===== src/rtl/uart_sender_pkg.sv =====
// Shared UART definitions used by the transmit and receive paths.
// Optional feature macro: UART_SENDER_PARITY_EN (adds the PARITY state).
package uart_package;

    localparam int UART_DATA_BITS = 8;

    typedef enum logic [2:0] {
        IDLE   = 3'd0,
        START  = 3'd1,
        DATA   = 3'd2,
`ifdef UART_SENDER_PARITY_EN
        PARITY = 3'd3,
`endif
        STOP   = 3'd4
    } uart_tx_state_t;

endpackage


===== src/rtl/uart_bit_timer.sv =====
// Bit-period timer: counts WAIT cycles while run is high and flags the
// last cycle of each period. Held at zero while run is low.
module uart_bit_timer #(
    parameter int WAIT = 8
) (
    input  logic clk,
    input  logic reset,
    input  logic run,
    output logic tick
);

    localparam int CW = $clog2(WAIT);
    localparam logic [CW-1:0] LAST = CW'(WAIT - 1);

    logic [CW-1:0] cnt;

    // Count 0..WAIT-1, wrapping on every bit boundary; idle keeps it cleared.
    always_ff @(posedge clk or posedge reset) begin
        if (reset)
            cnt <= '0;
        else if (!run || cnt == LAST)
            cnt <= '0;
        else
            cnt <= cnt + 1'b1;
    end

    assign tick = run && (cnt == LAST);

endmodule


===== src/rtl/uart_sender.sv =====
// UART transmitter: one byte per valid/ready handshake, sent as 8N1, or as
// 8E1 when UART_SENDER_PARITY_EN is defined. uart_tx is registered and is
// forced high asynchronously by reset.
module uart_sender
    import uart_package::*;
#(
    parameter int WAIT = 8
) (
    input  logic       clk,
    input  logic       reset,
    input  logic       valid,
    input  logic [7:0] data,
    output logic       ready,
    output logic       busy,
    output logic       uart_tx
);

    localparam logic [2:0] LAST_IDX = 3'(UART_DATA_BITS - 1);

    uart_tx_state_t            state, state_nxt;
    logic [UART_DATA_BITS-1:0] shift_q, shift_nxt;
    logic [2:0]                idx_q, idx_nxt;
    logic                      tx_nxt;
    logic                      tick;

`ifdef UART_SENDER_PARITY_EN
    logic par_q;

    // Even parity of the accepted byte, captured before it is shifted away.
    always_ff @(posedge clk or posedge reset) begin
        if (reset)
            par_q <= 1'b0;
        else if (state == IDLE && valid)
            par_q <= ^data;
    end
`endif

    uart_bit_timer #(.WAIT(WAIT)) u_timer (
        .clk   (clk),
        .reset (reset),
        .run   (state != IDLE),
        .tick  (tick)
    );

    assign ready = (state == IDLE);
    assign busy  = !ready;

    // State, shift register, bit index and the registered line output.
    always_ff @(posedge clk or posedge reset) begin
        if (reset) begin
            state   <= IDLE;
            shift_q <= '0;
            idx_q   <= '0;
            uart_tx <= 1'b1;
        end else begin
            state   <= state_nxt;
            shift_q <= shift_nxt;
            idx_q   <= idx_nxt;
            uart_tx <= tx_nxt;
        end
    end

    // Next-state and next line value; the line level for a bit is loaded on
    // the boundary edge so uart_tx only ever changes from a flop.
    always_comb begin
        state_nxt = state;
        shift_nxt = shift_q;
        idx_nxt   = idx_q;
        tx_nxt    = uart_tx;
        unique case (state)
            IDLE: begin
                if (valid) begin
                    state_nxt = START;
                    shift_nxt = data;
                    tx_nxt    = 1'b0;
                end
            end
            START: begin
                if (tick) begin
                    state_nxt = DATA;
                    tx_nxt    = shift_q[0];
                end
            end
            DATA: begin
                if (tick) begin
                    if (idx_q == LAST_IDX) begin
                        idx_nxt = '0;
`ifdef UART_SENDER_PARITY_EN
                        state_nxt = PARITY;
                        tx_nxt    = par_q;
`else
                        state_nxt = STOP;
                        tx_nxt    = 1'b1;
`endif
                    end else begin
                        idx_nxt   = idx_q + 3'd1;
                        shift_nxt = shift_q >> 1;
                        tx_nxt    = shift_q[1];
                    end
                end
            end
`ifdef UART_SENDER_PARITY_EN
            PARITY: begin
                if (tick) begin
                    state_nxt = STOP;
                    tx_nxt    = 1'b1;
                end
            end
`endif
            STOP: begin
                if (tick) begin
                    state_nxt = IDLE;
                    tx_nxt    = 1'b1;
                end
            end
            default: begin
                state_nxt = IDLE;
                tx_nxt    = 1'b1;
            end
        endcase
    end

endmodule


===== config.mk =====
export PLATFORM = sky130hd
export DESIGN_NAME = uart_sender
export DESIGN_NICKNAME = d
export VERILOG_FILES = /design/src/rtl/uart_sender_pkg.sv /design/src/rtl/uart_bit_timer.sv /design/src/rtl/uart_sender.sv
export SDC_FILE = /design/constraint.sdc
export NUM_CORES = 1
export LEC_CHECK = 0
export ABC_AREA = 1
export BUFFER_PORTS_ARGS = -buffer_cell sky130_fd_sc_hd__buf_2
export CAP_MARGIN = 40
export CORE_AREA = 5 5 49 51
export CTS_BUF_LIST = sky130_fd_sc_hd__clkbuf_8 sky130_fd_sc_hd__clkbuf_16
export CTS_CLUSTER_SIZE = 12
export DETAILED_ROUTE_END_ITERATION = 12
export DIE_AREA = 0 0 54 56
export HOLD_SLACK_MARGIN = 0.02
export PLACE_DENSITY = 0.82
export SYNTH_ARGS = -nofsm -noshare
export SYNTH_HDL_FRONTEND = slang
export SYNTH_SLANG_ARGS = --single-unit

===== constraint.sdc =====
create_clock -name clk -period 1.83 [get_ports clk]
set_clock_uncertainty 0.2 [all_clocks]
set_input_delay 0.183 -clock clk [delete_from_list [all_inputs] [get_ports clk]]
set_output_delay 0.183 -clock clk [all_outputs]
set_load 0.02 [all_outputs]

==> qor.yml <==
ff_latch_area_sq_um: 452
cts_resized: 0
cp-start-kind: "flip-flop"
clock_sinks: 18
io_buffer_count: 13
n_antenna_cell: 0
tightest_slew_ps: 662
start_util: 0.516
maxSlewHeadroom: 0.559
drc: 0
ys_warn_count: 0
via_count: 825
hold_violations: 0
synth-seq-cells: 18
fin_tns_setup_ps: 0
path_delay_family: "adder cells"
overflow: 0
synthCells: 124
max_cap_violations: 0
cp_max_fo: 8
p_leak_nw: 0.652
dpl_worst_slack_ps: 202
cts.path.max_buffers: 2
ys_seq_area_frac: 0.460
status: "completed"
grt_max_degree: 19
clk_latency_ps: 250
place_area_sq_um: 1060
htree_levels: 1
cts_made_buffers: 3
setup_viol: 0
cts_tree: "built"
drt-pass1-iter-count: 4
syn_nets: 139
num_rows: 16
period_minus_slack_ps: 1630
grt_pass1_wl_mm: 3.51
syn_area_per_cell_sq_um: 7.91
fp.dieH_um: 56
nets: 158
grt_pass1_vias: 896
fin_worst_hold_slack_ps: 25.0
crit_buf_inv: 1
synth_top_area_share: 0.434
antenna_left: 0
vias_per_cell: 4.88
fmax_mhz: 615
worstSetupPathType: "flip-flop to flip-flop"
finalWeightedCongestion: 0.798
wl_mm: 1.90
synth_top_area_cell: "dfrtp_1"
hp-class: "primary input to flip-flop"
dr.first_iter.drc_count: 13
mostFrequentLayoutCells: "nand2_1 (57), dfrtp_1 (17), nand3_1 (14)"
die_area_sq_um: 3020
cp.arrival_ps: 1570
clockRootBuffer: "clkbuf_8"
peakVddDrop_mv: 0.567
end_kind: "flip-flop"
critPathMaxStageDelay_ps: 390
place_hpwl_mm: 1.41
syn_area_sq_um: 981
finalMaxSlewViolations: 0
setup_slack_ps: 203
nFillCells: 168
postLayoutCellArea_sq_um: 1130
mostFrequentLayoutCell: "nand2_1"
core_area_sq_um: 1900
slowest_stage: "dfrtp_1"
rsz0062_at_grt: "no"
path_cells: "ha_1 -> ha_1 -> inv_1 -> nand2_2 -> nand2_4 -> nand2_4 -> nand2_1 -> nand2_1"
syn_to_final_growth_pct: 15.7
multiInputGateArea_sq_um: 462
powerDensity_nw_per_um2: 1540
io_pins: 14
die_w_um: 54
final_layout_size_suffix_gt1_frac: 0.197
clk_pin_slew_ps: 70
worstPathRequired_ps: 1770
ys_types: 17
post-route-period-util: 0.889
post_drt_wl_per_cell_um: 11.3
synth_area_leaders: "dfrtp_1 (43%), nand2_1 (22%), nand3_1 (7.1%)"
grt_antenna_before_repair: 0
groute.usage.overall: 0.151
[Yosys cell counts (all sizes together)]
cell,instances
buf,1
dfrtp,17
dfstp,1
ha,4
inv,12
nand2,64
nand3,14
nand4,1
nor2,7
o21ai,3
[where the power goes]
part           switching [W]  internal (W)  leakage [nW]  total [W]
clock               0.000125      0.000191        0.0288   0.000316
combinational       0.000517      0.000261         0.393   0.000777
sequential         0.0000976      0.000551         0.229   0.000649
[per-layer routing]
metal | routed length, um | vias up | global-route usage
li1 | - | 421 | -
met1 | 862 | 384 | 0.185
met2 | 945 | 14 | 0.244
met3 | 46 | 6 | 0.0349
met4 | 48 | 0 | 0.0712
met5 | 0 | - | 0
[registers in the layout (all words and copies together), names as in the netlist]
name	flops
shift_q	8
u_timer.cnt	3
uart_tx	1
idx_q	3
state	3
[what timing repair did]
item | 4_1_cts | 5_1_grt
hold endpoints to repair | 18 | 0
buffers inserted | 0 | 0
hold buffers | 2 | 0
[worst reg2reg max path, cell delays in order, from the launching register on]
cell and delay [ps]:
dfrtp_1 390, ha_1 200, ha_1 210, inv_1 100
nand2_2 90, nand2_4 120, nand2_4 90, nand2_1 60
nand2_1 50
[metrics by stage]
stage / std cells / power (W) / utilization
floorplan: 124 / 0.00127 / -
global placement: 163 / 0.00139 / 0.557
detailed placement: 163 / 0.00142 / 0.557
CTS: 169 / 0.00175 / 0.597
global route: 169 / 0.00191 / 0.597
finish: 169 / 0.00174 / 0.597
[logic make-up after synthesis]
kind of cell | Yosys count | share of synthesized area
and+or+nand+nor | 86 | 0.404
DFF | 18 | 0.460
buffers and inverters | 13 | 0.0689
adders and majority gates | 4 | 0.0510
AOI/OAI and AO/OA | 3 | 0.0153
[worst paths after layout]
kind | start | end | slack (ps) | cells after the start
min in group asynchronous | reset | shift_q[1] | 370 | 3
min reg2reg | u_timer.cnt[0] | u_timer.cnt[0] | 230 | 1
max in group asynchronous | reset | idx_q[2] | 630 | 3
max | idx_q[0] | shift_q[1] | 200 | 8
min | valid | shift_q[7] | 30 | 3
max reg2reg | idx_q[0] | shift_q[1] | 200 | 8
[final cells by class]
| type | instances | area share |
|---|---|---|
| Inverter | 12 | 0.0419 |
| Multi-Input combinational cell | 93 | 0.407 |
| Timing Repair Buffer | 15 | 0.0750 |
| Sequential cell | 18 | 0.398 |
| Clock buffer | 4 | 0.0485 |
| Tap cell | 27 | 0.0298 |
(Power assumes the default switching activity.)
